File: config.mk
export PLATFORM = sky130hd
export DESIGN_NAME = forwarding_hazard_unit
export DESIGN_NICKNAME = d
export VERILOG_FILES = /design/src/rtl/forwarding_hazard_unit.sv
export SDC_FILE = /design/constraint.sdc
export NUM_CORES = 1
export LEC_CHECK = 0
export CAP_MARGIN = 20
export CORE_UTILIZATION = 53
export CTS_CLUSTER_SIZE = 12
export DETAILED_ROUTE_END_ITERATION = 10
export MAX_ROUTING_LAYER = met4
export PLACE_DENSITY = 0.85
export SLEW_MARGIN = 5
export SYNTH_ARGS = -nofsm -noshare
export SYNTH_HDL_FRONTEND = slang
export SYNTH_SLANG_ARGS = --single-unit
export TNS_END_PERCENT = 20
File: constraint.sdc
create_clock -name clk -period 6.1 [get_ports clk]
set_input_delay 1.22 -clock clk [delete_from_list [all_inputs] [get_ports clk]]
set_output_delay 1.22 -clock clk [all_outputs]
set_load 0.02 [all_outputs]
File: src/rtl/forwarding_hazard_unit.sv
// Forwarding and load-use hazard detection for a 5-stage pipeline.
// Tracks EX/MEM/WB producers and selects operand bypasses one cycle ahead of EX.
module forwarding_hazard_unit #(
  parameter int unsigned STALL_CNT_W = 16
) (
  input  logic                   clk,
  input  logic                   reset,
  input  logic                   i_id_valid,
  input  logic [4:0]             i_id_rs,
  input  logic [4:0]             i_id_rt,
  input  logic                   i_id_uses_rs,
  input  logic                   i_id_uses_rt,
  input  logic [4:0]             i_id_write_register,
  input  logic                   i_id_reg_write,
  input  logic                   i_id_mem_read,
  input  logic                   i_flush,
  output logic [1:0]             o_forward_a,
  output logic [1:0]             o_forward_b,
  output logic                   o_stall,
  output logic [STALL_CNT_W-1:0] o_stall_count
);

  typedef struct packed {
    logic       valid;
    logic       reg_write;
    logic       mem_read;
    logic [4:0] dest;
  } slot_t;

  localparam slot_t Bubble = '0;

  localparam logic [1:0] FwdRegFile = 2'b00;
  localparam logic [1:0] FwdMem     = 2'b01;
  localparam logic [1:0] FwdWb      = 2'b10;

  slot_t ex_q, ex_d;
  slot_t mem_q, mem_d;
  slot_t wb_q, wb_d;

  logic [1:0]             fwd_a_q, fwd_a_d;
  logic [1:0]             fwd_b_q, fwd_b_d;
  logic [STALL_CNT_W-1:0] count_q, count_d;

  logic stall;
  logic bubble;

  // $0 is hardwired to zero, so a write to it never produces a forwardable value.
  function automatic logic slot_match(input slot_t s, input logic [4:0] r);
    return s.valid && s.reg_write && (s.dest == r) && (r != 5'd0);
  endfunction

  // A load still in EX cannot supply data yet; that case is covered by the stall.
  function automatic logic [1:0] fwd_sel(input logic uses, input logic [4:0] r,
                                         input slot_t ex, input slot_t mem);
    logic [1:0] sel;
    sel = FwdRegFile;
    if (uses) begin
      if (slot_match(ex, r) && !ex.mem_read) begin
        sel = FwdMem;
      end else if (slot_match(mem, r)) begin
        sel = FwdWb;
      end
    end
    return sel;
  endfunction

  always_comb begin
    stall = 1'b0;
    if (i_id_valid && !i_flush && ex_q.mem_read) begin
      stall = (i_id_uses_rs && slot_match(ex_q, i_id_rs)) ||
              (i_id_uses_rt && slot_match(ex_q, i_id_rt));
    end
  end

  assign bubble = stall || i_flush;

  always_comb begin
    ex_d    = Bubble;
    mem_d   = ex_q;
    wb_d    = mem_q;
    fwd_a_d = FwdRegFile;
    fwd_b_d = FwdRegFile;
    count_d = count_q;

    if (!bubble) begin
      ex_d.valid     = i_id_valid;
      ex_d.reg_write = i_id_reg_write;
      ex_d.mem_read  = i_id_mem_read;
      ex_d.dest      = i_id_write_register;
      if (i_id_valid) begin
        fwd_a_d = fwd_sel(i_id_uses_rs, i_id_rs, ex_q, mem_q);
        fwd_b_d = fwd_sel(i_id_uses_rt, i_id_rt, ex_q, mem_q);
      end
    end

    if (stall && (count_q != '1)) begin
      count_d = count_q + STALL_CNT_W'(1);
    end
  end

  always_ff @(posedge clk or negedge reset) begin
    if (!reset) begin
      ex_q    <= Bubble;
      mem_q   <= Bubble;
      wb_q    <= Bubble;
      fwd_a_q <= FwdRegFile;
      fwd_b_q <= FwdRegFile;
      count_q <= '0;
    end else begin
      ex_q    <= ex_d;
      mem_q   <= mem_d;
      wb_q    <= wb_d;
      fwd_a_q <= fwd_a_d;
      fwd_b_q <= fwd_b_d;
      count_q <= count_d;
    end
  end

  assign o_forward_a   = fwd_a_q;
  assign o_forward_b   = fwd_b_q;
  assign o_stall       = stall;
  assign o_stall_count = count_q;

  // WB is kept only to mirror the real pipeline; it must trail MEM by exactly one cycle.
  wb_follows_mem: assert property (@(posedge clk) disable iff (!reset) wb_q == $past(mem_q));

  stall_excludes_flush: assert property (@(posedge clk) disable iff (!reset)
                                         !(o_stall && i_flush));

endmodule

### Word level (Yosys, flattened, before mapping)

Cells that the tools add are included.
W data, S select, Z words.

* flip-flop bits (word level): 35
* word-level logic and storage cells: 51
* output and inout port bits: 21

* $add $sub $neg: 1
* equality and inequality tests: 5
* reduce and logical (&&, ||, !) cells: 23
* muxes and demuxes: 12

Operators by type and width (count)
* $eq A5 B5 Y1: 4
* $mux W2: 10
* $logic_and A1 B1 Y1: 17
* $add A16 B1 Y16 const B: 1
* $ne A16 B16 Y1 const B: 1
* $reduce_bool A5 Y1: 2
* $mux W8: 1
* $logic_not A1 Y1: 2
* $logic_or A1 B1 Y1: 2
* $mux W1: 1

### Logic depth before layout (Yosys ltp)

Gate-level depths: netlist of run 1.

* word-level depth: 8
* mapped depth: 7

### Worst setup path before layout of run 1

OpenSTA, ideal clock, no wires.

* kind: input port to output port
* start: input i_id_rt[1]
* end: output o_stall
* data required time: 4880 ps
* path slack: 2191 ps
* path buffers: 0
* data arrival time: 2689 ps
* cell stages on the path: 4
* cells stage by stage: xor2_1 > or3_1 > or4b_4 > a21oi_1

* word-level cells in the longest chain between the ends: 6
* elaborated cells on any way between the ends: 7
* those cells by class: 1 x eq/ne; 1 x mux; 5 x reduce/logical

Ends and longest elaborated chain
* start, declared: line 10 `input logic [4:0] i_id_rt,`
* $eq A5 B5 Y1: line 49 `return s.valid && s.reg_write && (s.dest == r) && (r != 5'd0);`
* $logic_and A1 B1 Y1: line 49
* $logic_and A1 B1 Y1 *: line 49
* $logic_and A1 B1 Y1 *: line 71 `(i_id_uses_rt && slot_match(ex_q, i_id_rt));`
* $logic_or A1 B1 Y1 *: line 70 `stall = (i_id_uses_rs && slot_match(ex_q, i_id_rs)) ||`
* $mux W1 *: line 69 `if (i_id_valid && !i_flush && ex_q.mem_read) begin`
* end, declared: line 19 `output logic o_stall,`

Every way passes the cells marked *; elsewhere a longest branch is shown, timed or not.

### Final worst setup path of run 1

Ends and elaborated chain as after synthesis.

==> impl_summary.md, run 1 <==
Run status
The run finished with clean final reports.

Critical path
The critical path is of the in -> out type. The cell with the largest stage delay on the worst path is sky130_fd_sc_hd__clkdlybuf4s50_1. The category of cells accounting for the largest share of critical-path delay is buffers and inverters. The largest single stage delay on the critical path is 0.62 ns. The critical path goes through clkdlybuf4s50_1 > xor2_1 > or3_1 > or4b_4 > a21oi_1 > clkdlybuf4s50_1. The required arrival time at the worst endpoint is 4.88 ns. Among the stages of the critical path, the cell type that occurs most often is sky130_fd_sc_hd__clkdlybuf4s50_1. The total buffers and inverters traversed by the critical path is 2. The worst setup path is captured at an output pin. For the worst setup path, the data arrival time is 3.67 ns. The startpoint type of the worst setup path is a primary input. The largest fanout on the critical path is 3.

Timing
The final number of setup-violating endpoints is 0. The final cycle utilization of the critical path is 80.2%. The tightest hold path in the finished design has a slack of 0.425 ns. Setup repair after global routing left no endpoint under its margin. The number of failing hold endpoints at the final stage is 0. The number of max-slew violations in the final report is 0. Adding up every negative setup slack in the final design gives 0 ns. The transition time at the pin with the least slew margin is 0.708 ns. Across the routed clock network, the largest skew measured is 0.0129 ns.

The minimum setup slack in the final design is 1.21 ns. The time the final worst path needs with I/O delays and setup is 4.89 ns. The remaining max-slew budget at the tightest pin is 52.6%. The maximum achievable frequency is 204 MHz.

GRT
Global routing used 27.4% of the available tracks. The via count of the first global-routing pass was 1475. The maximum number of pins on one net before global-route repair is 36. The global-route congestion overflow total is 0. The wire length of the first global-routing pass is 6840 µm. The number of antenna violations at the first check in global routing is 0.

Logic synthesis
The top cell type by area accounts for 48.3% of the synthesized area. The top cell type by total area after synthesis is sky130_fd_sc_hd__dfrtp_1. Counting distinct cell types in the post-synthesis netlist gives 40.

The post-synthesis sequential element count is 35. The Yosys step of the flow raised 0 warnings. The commonest register cell after synthesis is sky130_fd_sc_hd__dfrtp_1. The post-synth net total is 192.

Counting every instance in the synthesized netlist gives 168. The number of flops mapped to enable cells by yosys is 0. The sequential area share after synthesis is 48.3%.

The netlist area before placement is 1810 µm². The share of synthesized registers carrying an async set or reset is 100%. A synthesized cell averages 10.8 µm². By area the synthesized netlist is led by sky130_fd_sc_hd__dfrtp_1, sky130_fd_sc_hd__xor2_1, sky130_fd_sc_hd__xnor2_1.

Final layout
Counting the fill cells in the layout gives 241. The fraction of layout instances using a drive strength above 1 is 9.17%. The net total in the final layout is 241.

In the layout the commonest cells are sky130_fd_sc_hd__clkdlybuf4s50_1, sky130_fd_sc_hd__dfrtp_1, sky130_fd_sc_hd__xor2_1. The number of antenna diodes is 0. Relative to the synthesized area, the layout overhead comes to 29.5%. The most frequent standard cell in the layout excluding fill and tap cells is sky130_fd_sc_hd__clkdlybuf4s50_1.

Floorplanning
The overall die area is 3660 µm². In this run the horizontal extent of the chip is 60.5 µm. The die is 60.5 µm tall. In this run the core area contains 20 standard-cell rows. Pin placement for this block handled 44 I/O pins.

The total core area is 3150 µm². The effective utilization at floorplan is 57.5%.

Flow run
The number of max-cap violations is 0.

Routing
After detailed routing, the number of remaining DRC violations is 0. The first detailed-routing pass took 4 iterations. The number of vias in the routed layout is 1517. Dividing the detail-routed via count by the number of cells gives 5.79. The average routed wire per standard cell is 15.8 µm. For this block, the initial DRC count from the detailed router was 125. The wire length after detailed routing is 4150 µm. In this run the remaining antenna-violating nets after routing total 0.

Clocking
Counting every sink on the clock net gives 35. No sink is reached through more buffers than the 2 on the longest clock path. After clock tree synthesis, the flow added hold-fix buffers numbering 0. The number of gates resized after CTS was 0.

The depth of the CTS H-tree is 2. Counting the buffers created by CTS gives 5. Clock-pin slew was measured on the worst setup and hold paths at 0.10 ns. The later-pin clock latency in the skew report is 0.35 ns. The number of setup buffers added after CTS is 0.

TritonCTS built the clock tree. The buffer cell driving the clock tree root is sky130_fd_sc_hd__clkbuf_4.

Place
Detailed placement ended at an HPWL of 3140 µm. Input and output buffers added on the ports amount to 43. The post-placement setup slack is 1.21 ns. At the end of routability-driven placement, the weighted congestion stood at 0.884.

Min path
The path class of the tightest hold or removal check is reg -> reg.

Power
The power per cell area is 176 nW/µm². The worst IR drop on VDD is 149 µV. In this run the static leakage power is 1.02 nW.
-- report_power, final --
group / total, mW / internal (mW) / switching (mW) / leakage (nW)
registers: 0.243 / 0.237 / 0.00619 / 0.468
clock network: 0.124 / 0.0444 / 0.0793 / 0.0282
logic: 0.0461 / 0.0245 / 0.0216 / 0.523
-- sequential cells by signal (all words and copies together) (netlist names) --
| signal | count |
|---|---|
| o_forward_b | 2 |
| o_stall_count | 16 |
| ex_q | 8 |
| o_forward_a | 2 |
| mem_q | 7 |
-- path summary, 6_finish.rpt --
path / from / depth (start not counted) / to / slack [ns]
max: i_id_rt[1] / 6 / o_stall / 1.21
min: ex_q[7] / 0 / mem_q[7] / 0.42
max reg2reg: o_stall_count[0] / 6 / o_stall_count[1] / 3.60
min reg2reg: ex_q[7] / 0 / mem_q[7] / 0.42
max in group asynchronous: reset / 2 / mem_q[3] / 4.52
min in group asynchronous: reset / 2 / o_stall_count[3] / 1.27
-- Yosys cell counts (all sizes together), types with 3 or more instances --
library cell / n
dfrtp: 35
nor4b: 4
inv: 3
nand4: 6
xor2: 24
nor3: 12
xnor2: 8
and3b: 7
nand3: 7
or3: 3
nand2: 10
nor2: 14
and3: 3
nor4: 7
-- metrics by stage --
stage          std cells  total power, mW  utilization, %  area (µm²)
2_1_floorplan        168            0.266               -        1810
3_3_place_gp         254            0.290            72.7        2290
3_5_place_dp         254            0.294            72.7        2290
4_1_cts              262            0.414            74.4        2350
5_1_grt              262            0.429            74.4        2350
6_report             262            0.413            74.4        2350
-- logic make-up after synthesis --
group                      Yosys count  share of synthesized area, %
AOI/OAI and AO/OA                    8                          4.70
xor gates and xnor gates            32                          15.5
adders and majority gates            1                         0.690
buffers and inverters                6                          1.73
DFF                                 35                          48.3
muxes                                3                          1.80
and+or+nand+nor                     83                          27.3
-- metal layers --
metal | global-route usage, % | vias up | part of all wire [%]
met5 | - | - | 0
met4 | 9.74 | 0 | 1.0
met3 | 6.40 | 5 | 6.8
met2 | 42.5 | 69 | 48
met1 | 35.3 | 732 | 44
li1 | - | 711 | -
-- layout make-up --
type                    instances  area (µm²)  area share (%)
clock buffers                   6        41.3            1.76
clock inverters                 2        12.5           0.533
inverters                       3        11.3           0.480
multi-input cells             127         905            38.6
flip-flops and latches         35         876            37.3
well taps                      44        55.1            2.35
repair buffers                 45         445            19.0
(Power assumes the default switching activity.)
==> run 2, diff against run 1 <==
--- a/config.mk
+++ b/config.mk
@@ -6,11 +6,11 @@
 export NUM_CORES = 1
 export LEC_CHECK = 0
 export CAP_MARGIN = 20
-export CORE_UTILIZATION = 53
+export CORE_UTILIZATION = 49
 export CTS_CLUSTER_SIZE = 12
 export DETAILED_ROUTE_END_ITERATION = 10
 export MAX_ROUTING_LAYER = met4
-export PLACE_DENSITY = 0.85
+export PLACE_DENSITY = 0.79
 export SLEW_MARGIN = 5
 export SYNTH_ARGS = -nofsm -noshare
 export SYNTH_HDL_FRONTEND = slang
==> constraint.sdc (replaced) <==
create_clock -name clk -period 5.1 [get_ports clk]
set_input_delay 1.02 -clock clk [delete_from_list [all_inputs] [get_ports clk]]
set_output_delay 1.02 -clock clk [all_outputs]
set_load 0.02 [all_outputs]
==> run 2 against run 1 <==
  * Final area up 1.3%
  * Total power increased by 29%
  * Via count down 1.8%
  * Register-to-register slack worse by 1.0 ns
  * Non-clock buffer count stayed put
  * Hold slack worse by 0.0030 ns
  * Clock power grew 52%
  * Critical path depth is the same
  * Routed wire length shrank 1.6%
  * Largest cell class unchanged
  * Count of clock-buffer cells in the layout up 1
==> impl_summary.md, run 2 (same netlist as run 1, synthesis figures left out) <==
Clocking
The hold-fix buffer count after cts is 0 (unchanged). The CTS sink count came to 35 (unchanged). The clock transition at the registers of the reported paths is 0.06 ns (was 0.10 ns). The later-pin clock latency in the skew report came to 0.28 ns (was 0.35 ns). The TritonCTS clock tree is yes (unchanged). The buffer cell driving the clock tree root is sky130_fd_sc_hd__clkbuf_8 (was sky130_fd_sc_hd__clkbuf_4). The maximum clock insertion buffer count is 2 (unchanged). The number of setup buffers added after CTS was 0 (unchanged). The number of instances resized during post-cts repair is 0 (unchanged). The depth of the CTS H-tree is 2 (unchanged).

The number of buffers created by CTS is 5 (unchanged).

Timing
The total negative slack is 0 ns (unchanged). The final number of setup-violating endpoints is 0 (unchanged). The remaining max-slew budget at the tightest pin is 51.8% (was 52.6%). Unrepaired setup endpoints after global routing: false (unchanged). The number of max-slew violations in the final report is 0 (unchanged). The transition time at the pin with the least slew margin is 0.720 ns (was 0.708 ns).

For the finished layout, the period the worst path requires is 4.50 ns. The final critical path takes up 88.2% of the cycle. The maximum achievable frequency is 222 MHz.

The number of failing hold endpoints at the final stage is 0 (unchanged). The worst clock skew is 0.0106 ns (was 0.0129 ns).

Routing
The average routed wire per standard cell is 15.5 µm (was 15.8 µm). The first-pass iteration count of the detailed router came to 4 (unchanged). The via-per-instance ratio came to 5.64 (was 5.79). The number of DRC violations after detailed-routing iteration 0 is 82 (was 125).

The DRC violations left is 0 (unchanged). The number of vias in the routed layout is 1489 (was 1517). The wire length after detailed routing is 4080 µm (was 4150 µm). The number of antenna-violating nets in the routed design is 0 (unchanged).

Floorplanning
The total core area is 3440 µm² (was 3150 µm²). The overall die area came to 3940 µm² (was 3660 µm²). The standard-cell row count was 21 (was 20).

The effective utilization at floorplan came to 52.6% (was 57.5%). The number of top-level pins was 44 (unchanged). The die span in y is 62.8 µm (was 60.5 µm).

The floorplan die width is 62.8 µm (was 60.5 µm).

GRT
The wire length of the first global-routing pass is 6810 µm (was 6840 µm). The total track usage was 23.1% (was 27.4%). The global-route congestion overflow total is 0 (unchanged). The via count of the first global-routing pass is 1481 (was 1475). The number of antenna violations at the first check in global routing was 0 (unchanged). The maximum number of pins on one net before global-route repair was 36 (unchanged).

Critical path
The kind of critical path is in -> out (unchanged). The count of cells along the worst register-to-register path was 6 (unchanged). The reg-to-reg critical path startpoint was o_stall_count[0] (unchanged).

The critical path endpoint category is an output pin (unchanged). The end of the critical path was o_stall (unchanged). The largest fanout on the critical path is 3 (unchanged). The reg-to-reg critical path endpoint is o_stall_count[1] (unchanged). The worst setup path startpoint is i_id_rt[1] (unchanged). The worst-case register-to-register setup slack was 2.59 ns (was 3.60 ns). The startpoint type of the worst setup path is a primary input (unchanged).

The data arrival time of the worst path is 3.48 ns (was 3.67 ns). The required arrival time at the worst endpoint is 4.08 ns (was 4.88 ns).

Flow run
The number of max-cap violations is 0 (unchanged).

Power
The power per cell area is 225 nW/µm² (was 176 nW/µm²). The portion of total power attributed to combinational logic is 10.4% (was 11.2%). The switching fraction of total power is 23.5% (was 25.9%). The worst IR drop on VDD is 163 µV (was 149 µV). The proportion of power drawn by flip-flops and latches is 54.4% (was 58.9%). The internal power summed over all cells is 0.409 mW (was 0.306 mW). The leakage power is 1.03 nW (was 1.02 nW).

The switching power total is 0.126 mW (was 0.107 mW). The power share of the clock group is 35.2% (was 30.0%).

Place
The total of buffers placed on input and output ports is 43 (unchanged). The half-perimeter wire length of the detailed placement result came to 3040 µm (was 3140 µm). The final RePlAce weighted congestion came to 0.866 (was 0.884). The count of placed standard cells including taps is 256 (was 254).

Final layout
The fraction of layout instances using a drive strength above 1 is 8.72% (was 9.17%). The number of antenna diodes is 0 (unchanged). The number of non-filler instances in the completed layout came to 264 (was 262).

The most frequent standard cell in the layout excluding fill and tap cells is sky130_fd_sc_hd__clkdlybuf4s50_1 (unchanged). Leading cell types in the layout, fill and taps excluded: sky130_fd_sc_hd__clkdlybuf4s50_1, sky130_fd_sc_hd__dfrtp_1, sky130_fd_sc_hd__xor2_1 (unchanged). The flip-flop count of the largest register after layout is 16 (unchanged). The synthesis-to-finish area growth came to 31.1% (was 29.5%). The net total in the final layout is 241 (unchanged).

Run status
Run status: finished clean (unchanged).

Min path
The path class of the lowest-slack min-delay path is reg -> reg (unchanged).
run 2: power by group through the flow:
| stage | Sequential, mW | Combinational [mW] | Clock (mW) |
|---|---|---|---|
| floorplan | 0.293 | 0.0244 | 0 |
| global placement | 0.295 | 0.0526 | 0 |
| detailed placement | 0.296 | 0.0553 | 0 |
| CTS | 0.291 | 0.0554 | 0.193 |
| global route | 0.291 | 0.0602 | 0.204 |
| finish | 0.291 | 0.0554 | 0.188 |
run 2: metrics by stage:
stage | utilization, % | hold WS [ns] | power, mW | worst slack, ns | instance area [µm²]
finish | 69.0 | 0.422 | 0.535 | 0.602 | 2380
CTS | 69.0 | 0.426 | 0.539 | 0.633 | 2380
global placement | 66.7 | 0.405 | 0.348 | 0.679 | 2290
floorplan | - | 0.378 | 0.318 | 1.59 | 1810
global route | 69.0 | 0.438 | 0.555 | 0.534 | 2380
detailed placement | 66.7 | 0.413 | 0.351 | 0.634 | 2290
run 2: layout make-up:
| cell class | instances | area, µm² |
|---|---|---|
| Tap cell | 46 | 57.6 |
| Fill cell | 271 | 1070 |
| Multi-Input combinational cell | 127 | 905 |
| Clock buffer | 7 | 76.3 |
| Sequential cell | 35 | 876 |
| Clock inverter | 1 | 5.00 |
| Inverter | 3 | 11.3 |
| Timing Repair Buffer | 45 | 445 |
run 2: how the worst min path moves through the flow:
stage / startpoint / end / cells past startpoint
after global routing: ex_q[6] / mem_q[6] / 0
after detailed placement: ex_q[6] / mem_q[6] / 0
final: ex_q[6] / mem_q[6] / 0
after CTS: ex_q[6] / mem_q[6] / 0
after global placement: ex_q[7] / mem_q[7] / 0
after floorplan: ex_q[6] / mem_q[6] / 0
run 2: per-layer routing:
layer / wire [µm] / global-route usage, % / up-vias
met1: 1870 / 30.5 / 709
met2: 1920 / 34.0 / 59
met3: 187 / 4.93 / 13
li1: - / - / 708
met5: 0 / - / -
met4: 96 / 11.0 / 0
run 2: critical path, stage by stage:
cell and delay, ns:
sky130_fd_sc_hd__clkdlybuf4s50_1 0.49, sky130_fd_sc_hd__xor2_1 0.19, sky130_fd_sc_hd__or3_1 0.40, sky130_fd_sc_hd__or4b_4 0.58, sky130_fd_sc_hd__a21oi_1 0.18, sky130_fd_sc_hd__clkdlybuf4s50_1 0.62
==> run 3, diff against run 2 <==
--- a/config.mk
+++ b/config.mk
@@ -6,6 +6,7 @@
 export NUM_CORES = 1
 export LEC_CHECK = 0
 export CAP_MARGIN = 20
+export CORE_MARGIN = 10
 export CORE_UTILIZATION = 49
 export CTS_CLUSTER_SIZE = 12
 export DETAILED_ROUTE_END_ITERATION = 10
==> run 3 against run 2 <==
  * Routed wire length rose by 6.3%
  * First-iteration DRC count decreased by 7.3%
  * Highest routed layer unchanged
  * Flip-flop and latch count unchanged
  * Register-to-register slack better by 0.03 ns
  * Maximum frequency shrank 0.23%
  * Combinational power fell by 2%
  * Utilization is 2.2 points lower
  * Total power grew 10%
  * Critical endpoint unchanged
  * Sequential power about the same
  * Clock power rose by 30%
  * Clock skew is essentially flat
  * Final area increased by 1.4%
==> impl_summary.md, run 3 (same netlist as run 1, synthesis figures left out) <==
Run status
Run status: finished clean (unchanged).

Critical path
The critical path's most frequent cell is sky130_fd_sc_hd__clkdlybuf4s50_1 (unchanged). The critical path's largest stage delay is 0.63 ns (was 0.62 ns). The data arrival time of the worst path is 3.49 ns (was 3.48 ns).

Cell breakdown of the critical path: clkdlybuf4s50_1 > xor2_1 > or3_1 > or4b_4 > a21oi_1 > clkdlybuf4s50_1 (unchanged). The startpoint type of the worst setup path was a primary input (unchanged). The largest fanout on the critical path is 3 (unchanged). The kind of critical path is in -> out (unchanged). The critical path endpoint category was an output pin (unchanged). The required arrival time at the worst endpoint was 4.08 ns (about the same). The cell with the largest stage delay on the worst path is sky130_fd_sc_hd__clkdlybuf4s50_1 (unchanged).

Place
The final RePlAce weighted congestion is 0.883 (was 0.866). The total of buffers placed on input and output ports is 43 (unchanged). The instance area after placement was 2300 µm² (was 2290 µm²). The post-placement setup slack is 0.608 ns (was 0.634 ns). The half-perimeter wire length of the detailed placement result is 3400 µm (was 3040 µm). The count of placed standard cells including taps is 258 (was 256).

Routing
The via-per-instance ratio came to 5.44 (was 5.64). The first-pass iteration count of the detailed router came to 4 (unchanged). The number of DRC violations after detailed-routing iteration 0 is 76 (was 82). The DRC violations left was 0 (unchanged). The wire length after detailed routing was 4330 µm (was 4080 µm). The number of antenna-violating nets in the routed design is 0 (unchanged). The average routed wire per standard cell is 16.3 µm (was 15.5 µm).

The number of vias in the routed layout is 1447 (was 1489).

Final layout
The flip-flop count of the largest register after layout is 16 (unchanged). The cell area after layout came to 2410 µm² (was 2380 µm²). Leading cell types in the layout, fill and taps excluded: sky130_fd_sc_hd__clkdlybuf4s50_1, sky130_fd_sc_hd__dfrtp_1, sky130_fd_sc_hd__xor2_1 (unchanged). The most frequent standard cell in the layout excluding fill and tap cells is sky130_fd_sc_hd__clkdlybuf4s50_1 (unchanged).

The number of fill cells in the layout came to 300 (was 271). The number of non-filler instances in the completed layout came to 266 (was 264). The net total in the final layout is 241 (unchanged). The synthesis-to-finish area growth is 33.0% (was 31.1%). The number of antenna diodes came to 0 (unchanged). The final cell utilization of the core was 66.8% (was 69.0%).

The fraction of layout instances using a drive strength above 1 was 9.63% (was 8.72%).

Timing
The minimum setup slack in the final design is 0.592 ns (was 0.602 ns). The final number of setup-violating endpoints is 0 (unchanged). The worst hold margin is 0.410 ns (was 0.422 ns). The time the final worst path needs with I/O delays and setup was 4.51 ns (was 4.50 ns). The remaining max-slew budget at the tightest pin was 53.1% (was 51.8%). The transition time at the pin with the least slew margin came to 0.701 ns (was 0.720 ns). The total negative slack is 0 ns (unchanged). The maximum achievable frequency is 222 MHz (about the same).

The number of failing hold endpoints at the final stage is 0 (unchanged). Unrepaired setup endpoints after global routing: false (unchanged). The final cycle utilization of the critical path is 88.4% (was 88.2%).

The number of max-slew violations in the final report is 0 (unchanged). The worst clock skew is 0.0108 ns (was 0.0106 ns).

Clocking
The clock transition at the registers of the reported paths is 0.07 ns (was 0.06 ns). The number of instances resized during post-cts repair is 0 (unchanged). The buffer cell driving the clock tree root is sky130_fd_sc_hd__clkbuf_8 (unchanged). The CTS sink count came to 35 (unchanged).

The depth of the CTS H-tree is 2 (unchanged). The number of buffers created by CTS came to 5 (unchanged). The maximum clock insertion buffer count is 2 (unchanged). The number of setup buffers added after CTS was 0 (unchanged). The later-pin clock latency in the skew report is 0.29 ns (was 0.28 ns). The TritonCTS clock tree is yes (unchanged). The hold-fix buffer count after cts came to 0 (unchanged).

GRT
The total track usage is 14.6% (was 23.1%). The maximum number of pins on one net before global-route repair came to 36 (unchanged). The number of antenna violations at the first check in global routing is 0 (unchanged). The global-route congestion overflow total is 0 (unchanged). The via count of the first global-routing pass is 1481 (unchanged).

The wire length of the first global-routing pass was 7240 µm (was 6810 µm).

Power
The power per cell area was 245 nW/µm² (was 225 nW/µm²). The leakage power is 1.05 nW (was 1.03 nW). The worst IR drop on VDD is 268 µV (was 163 µV). The overall power consumption is 0.590 mW (was 0.535 mW).

Floorplanning
The number of top-level pins came to 44 (unchanged). The die span in y is 80.8 µm (was 62.8 µm). The standard-cell row count is 22 (was 21). The effective utilization at floorplan was 50.2% (was 52.6%). The overall die area is 6530 µm² (was 3940 µm²). The floorplan die width is 80.8 µm (was 62.8 µm). The total core area is 3610 µm² (was 3440 µm²).

Flow run
The number of max-cap violations is 0 (unchanged).

Min path
The path class of the lowest-slack min-delay path is reg -> reg (unchanged).
## run 3: cell count changes in the layout (fill, tap and decap cells not counted)
cell and delta:
sky130_fd_sc_hd__clkbuf_1 -2, sky130_fd_sc_hd__bufinv_16 +1, sky130_fd_sc_hd__clkinv_4 +1
## run 3: layout make-up
type                       instances  area, µm²  area share (%)
timing repair buffer              45        445            18.5
clock buffer                       5       68.8            2.86
sequential                        35        876            36.3
tap                               48       60.1            2.49
inverter                           3       11.3           0.467
clock inverter                     3       43.8            1.82
multi-input combinational        127        905            37.5
## run 3: worst paths after layout
path / start / to / slack (ns) / cells past startpoint
hold reg to reg: ex_q[7] / mem_q[7] / 0.41 / 0
setup reg to reg: o_stall_count[0] / o_stall_count[1] / 2.62 / 6
hold / removal: ex_q[7] / mem_q[7] / 0.41 / 0
setup / recovery: i_id_rt[1] / o_stall / 0.59 / 6
max in group asynchronous: reset / o_stall_count[14] / 3.65 / 2
min in group asynchronous: reset / o_stall_count[10] / 1.14 / 2
## run 3: layer usage
metal / global-route usage (%) / routed length (µm) / part of all wire, % / up-vias
li1: - / - / - / 705
met1: 17.7 / 1930 / 45 / 693
met2: 22.6 / 2130 / 49 / 43
met3: 4.19 / 204 / 4.7 / 6
met4: 5.54 / 74 / 1.7 / 0
met5: - / 0 / 0 / -
## run 3: power breakdown
| group | internal [mW] | total (mW) | switching, mW |
|---|---|---|---|
| Sequential | 0.284 | 0.291 | 0.00715 |
| Combinational | 0.0293 | 0.0545 | 0.0252 |
| Clock | 0.145 | 0.245 | 0.0995 |
## run 3: worst max-delay path, delay by kind of cell
family                 cells  cell delay (ns)
buffers and inverters      2             1.12
XOR/XNOR                   1             0.19
AO/OA/AOI/OAI              1             0.17
AND/OR/NAND/NOR            2             0.98
==> RTL change 1: new RTL, flow settings as in run 2 <==
`STALL_CNT_W`: 16 -> 20.
--- a/src/rtl/forwarding_hazard_unit.sv
+++ b/src/rtl/forwarding_hazard_unit.sv
@@ -3,3 +3,3 @@
 module forwarding_hazard_unit #(
-  parameter int unsigned STALL_CNT_W = 16
+  parameter int unsigned STALL_CNT_W = 20
 ) (
Ports: changed (resized o_stall_count); port bits go from 44 to 48. No check against the original RTL was run, so the function may have changed too.
==> RTL change 1 against run 2 <==
  * Design area up 3.5%
  * Sequential cell count up 4
  * Routed wire length down 8.4%
  * Setup slack better by 0.17 ns
  * Sequential share of layout area up 2.8 points
  * Total power up 5.1%
  * Cell count up 2.3%
  * Critical endpoint unchanged
  * Highest routed layer unchanged
  * Critical path type unchanged
  * Die area up 3.0%
  * Synthesized area up 3.1%
==> RTL change 1: results (changes against run 2) <==
status finished clean; Max stage delay on crit path 0.66 ns (+0.04 ns); layout cells sized above 1 7.207% (-1.5 points); Slew headroom 45.44% (-6.4 points); Leak Pwr 0.9797 nW (-5.1%); Nets 247 (+2.5%); synth top area cells dfrtp_1, xnor2_1, xor2_1, nand3_1, and2_1; R2R Path End o_stall_count[10]$_DFFE_PN0P_; gr usage total 21.68% (-1.5 points); DP Wirelength 2891 um (-5.0%); vias per cell 5.285 (-6.3%); Pint 0.0004334 W (+6.0%); Iteration-0 DRC Markers 77 (-6.1%); Mapped Nets 194 (+1.0%); WL/cell 13.83 um (-10%); R2R Setup Slk 2.93 ns (+0.34 ns); Critical Path Fanout Max 4 (+1); # port buffers 47 (+9.3%); clk_skew 0.006636 ns (-0.003999 ns); number of cells after detailed placement 264 (+3.1%); Seq/Total Area, Yosys 52.24% (+3.9 points); Unique masters post-synth 32 (-20%); WP data arrival 3.31 ns (-0.17 ns); max reg flops 20 (+4); Mapped Cells 170 (+1.2%); largest net degree at the start of global routing 40 (+11%); Peak VDD IR 0.0002173 V (+34%)
==> RTL change 1: worst min-delay path by stage <==
stage,endpoint,depth (start not counted)
2_1_floorplan,mem_q[6]$_DFF_PN0_,0
3_3_place_gp,mem_q[7]$_DFF_PN0_,0
3_5_place_dp,mem_q[7]$_DFF_PN0_,0
4_1_cts,mem_q[6]$_DFF_PN0_,0
5_1_grt,mem_q[6]$_DFF_PN0_,0
6_report,mem_q[6]$_DFF_PN0_,0
==> RTL change 1: through the flow <==
step                      hold slack [ns]  utilization [%]  power [W]  setup WS [ns]  area, um^2
final                              0.3994            67.16  0.0005620         0.7736        2459
after global routing               0.4117            67.16  0.0005881         0.6515        2459
after CTS                          0.4039            67.16  0.0005655         0.7716        2459
after detailed placement           0.3826            65.07  0.0003790         0.7718        2382
after global placement             0.3777            65.07  0.0003764         0.8173        2382
after floorplan                    0.3660                -  0.0003474          1.877        1868
==> RTL change 1: worst max-delay path, delay by kind of cell <==
family                 cells  cell delay, ns
AND/OR/NAND/NOR            2            0.72
AO/OA/AOI/OAI              2            0.34
buffers and inverters      2            1.21
==> RTL change 1: final cells by class <==
cell class                 count  area (um^2)
fill                         293         1202
timing repair buffer          47        465.4
clock buffer                   5        68.82
clock inverter                 1        7.507
tap                           48        60.06
multi-input combinational    128        873.3
inverter                       2        7.507
sequential                    39        975.9
==> RTL change 1: logic make-up after synthesis <==
kind of cell / share of synthesized area [%]
simple gates: 23.51
flops: 52.24
xor+xnor: 17.35
compound gates: 4.622
buf+inv: 1.005
mux: 0.6028
fa+ha+maj: 0.6697
==> RTL change 1: power groups by stage <==
stage	registers [W]	logic (W)	clock network (W)
6_report	0.000322	0.0000509	0.000190
5_1_grt	0.000322	0.0000565	0.000210
4_1_cts	0.000322	0.0000515	0.000192
3_5_place_dp	0.000328	0.0000515	0
3_3_place_gp	0.000327	0.0000493	0
2_1_floorplan	0.000326	0.0000216	0
==> RTL change 1: layer usage <==
metal  up-vias  global-route usage (%)  wire length, um
met5         -                       -                0
met4         0                   7.670               57
met3         4                   4.286              162
met2        39                   32.58             1821
met1       685                   29.29             1694
li1        699                       -                -
==> RTL change 2: new RTL, settings of run 2 <==
Without the edit above. Put one more register stage on the output `o_stall_count`, without a reset. The value now appears one clock later. The other outputs are not delayed to match.
--- a/src/rtl/forwarding_hazard_unit.sv
+++ b/src/rtl/forwarding_hazard_unit.sv
@@ -121,3 +121,5 @@
   assign o_stall       = stall;
-  assign o_stall_count = count_q;
+  always_ff @(posedge clk) begin
+    o_stall_count <= count_q;
+  end
 
Behaviour: not the same (Yosys sat finds a counterexample within 4 cycles, from zero or initial values and one cycle with reset low).
==> RTL change 2 against run 2 <==
  * Clock skew down 0.0053 ns
  * Setup slack improved by 0.31 ns
  * Synthesized cell count grew 7.7%
  * Hold slack improved by 0.012 ns
  * Design area grew 13%
  * Combinational power up 1%
  * Sequential share of layout area is 7.7 points higher
  * Routed wire length decreased by 0.96%
  * Sequential cell count is 16 higher
  * Total power is 31% higher
  * Synthesized area rose by 17%
  * Largest power group unchanged
==> RTL change 2: results (changes against run 2) <==
status finished clean; clk_skew 0.005339 ns (-0.005296 ns); CTS max path bufs 2 (unchanged); Slew @ Worst Pin 0.6647 ns (-0.05506 ns); Yosys warnings 0 (unchanged); slowest CP cell clkdlybuf4s50_1; later-pin clock latency in the skew report 0.31 ns (+0.03 ns); FILL cells 328 (+21%); first-pass GRT wire length 6699 um (-1.6%); cts repair resizes 0 (unchanged); synth top area cells dfrtp_1, dfxtp_1, xnor2_1, xor2_1, nand3_1; layout cells sized above 1 6.550% (-2.2 points); Critical Path Fanout Max 3 (unchanged); Hold WC Path Type flop to flop; drt first pass iters 4 (unchanged); vias 1517 (+1.9%); Routed WL 4040 um (-0.96%); Reg clk slew, reported paths 0.09 ns (+0.03 ns); Peak VDD IR 0.0001899 V (+17%); # port buffers 43 (unchanged); Seq/Total Area, Yosys 56.57% (+8.2 points); CP top delay family buffers and inverters; largest net degree at the start of global routing 36 (unchanged); largest registers count_q x16, o_stall_count x16, ex_q x8; Inserted Clock Buffers 5 (unchanged); synth cell count leaders dfrtp_1, xnor2_1, dfxtp_1; Nets 252 (+4.6%); initial antenna violation count 0 (unchanged); Iteration-0 DRC Markers 37 (-55%); Leak Pwr 1.114 nW (+7.9%); Unique masters post-synth 37 (-7.5%); WP data arrival 3.17 ns (-0.31 ns); GPL Wtd Cong 0.9631 (+11%); H-Tree Depth 2 (unchanged); gr usage total 20.92% (-2.2 points); Max stage delay on crit path 0.63 ns; fraction of registers with async set/reset 68.63% (-31 points); Setup Buffers After CTS 0 (unchanged); Antenna Cells 0 (unchanged); DP Wirelength 2943 um (-3.3%); Mapped Nets 205 (+6.8%); Clock Tree Root clkbuf_8
## RTL change 2: cell count changes in the layout (fill, tap and decap cells not counted), moves of 3 or more
cell,delta
nor3b_1,+7
and3_1,+7
and3b_1,-6
dfxtp_1,+16
nand3_1,+6
xnor2_1,+11
nor2_1,-8
xor2_1,-10
nor4b_1,-4
nand2_1,-3
nor3_1,-5
## RTL change 2: final cells by class
| cell class | instances | area [um^2] | share of cell area, % |
|---|---|---|---|
| timing repair buffer | 45 | 445.4 | 16.58 |
| clock buffer | 5 | 68.82 | 2.562 |
| tap | 50 | 62.56 | 2.329 |
| sequential | 51 | 1196 | 44.53 |
| inverter | 1 | 3.754 | 0.1397 |
| multi-input combinational | 124 | 890.9 | 33.16 |
| clock inverter | 3 | 18.77 | 0.6986 |
## RTL change 2: logic make-up after synthesis
group / share of synthesized area (%)
XOR/XNOR: 13.67
AO/OA/AOI/OAI: 3.373
adder cells (fa/ha/maj): 0.5916
buffers and inverters: 1.301
multiplexers: 1.657
flip-flops: 56.57
AND/OR/NAND/NOR: 22.84
## RTL change 2: power breakdown
| group | leakage, nW | switching, W | total [W] | internal, W |
|---|---|---|---|---|
| clock | 0.0483 | 0.000134 | 0.000231 | 0.0000967 |
| combinational | 0.469 | 0.0000267 | 0.0000560 | 0.0000293 |
| sequential | 0.596 | 0.00000700 | 0.000415 | 0.000408 |
| total | 1.11 | 0.000168 | 0.000702 | 0.000534 |
## RTL change 2: per-layer routing
layer	vias to the layer above	wire length [um]	share of wire (%)	track usage, %
met5	-	0	0	-
met4	0	71	1.8	9.574
met3	5	180	4.5	5.236
met2	50	1795	44	30.69
met1	713	1994	49	27.07
li1	749	-	-	-
## RTL change 2: through the flow
stage	area [um^2]	utilization, %	cells	power (W)
floorplan	2115	-	181	0.0004464
global placement	2599	64.05	271	0.0004774
detailed placement	2599	64.05	271	0.0004793
CTS	2686	66.20	279	0.0007085
global route	2686	66.20	279	0.0007308
finish	2686	66.20	279	0.0007022
## RTL change 2: worst paths after layout
kind                                         startpoint                         to  slack [ns]  cells past startpoint
worst max-delay path                         i_id_rt[3]                    o_stall        0.91                      6
worst min-delay path            count_q[10]$_DFFE_PN0P_  o_stall_count[10]$_DFF_P_        0.43                      0
worst max register to register   count_q[0]$_DFFE_PN0P_     count_q[1]$_DFFE_PN0P_        2.74                      6
worst min register to register  count_q[10]$_DFFE_PN0P_  o_stall_count[10]$_DFF_P_        0.43                      0
max in group asynchronous                         reset         mem_q[1]$_DFF_PN0_        3.68                      2
min in group asynchronous                         reset     count_q[2]$_DFFE_PN0P_        1.11                      2
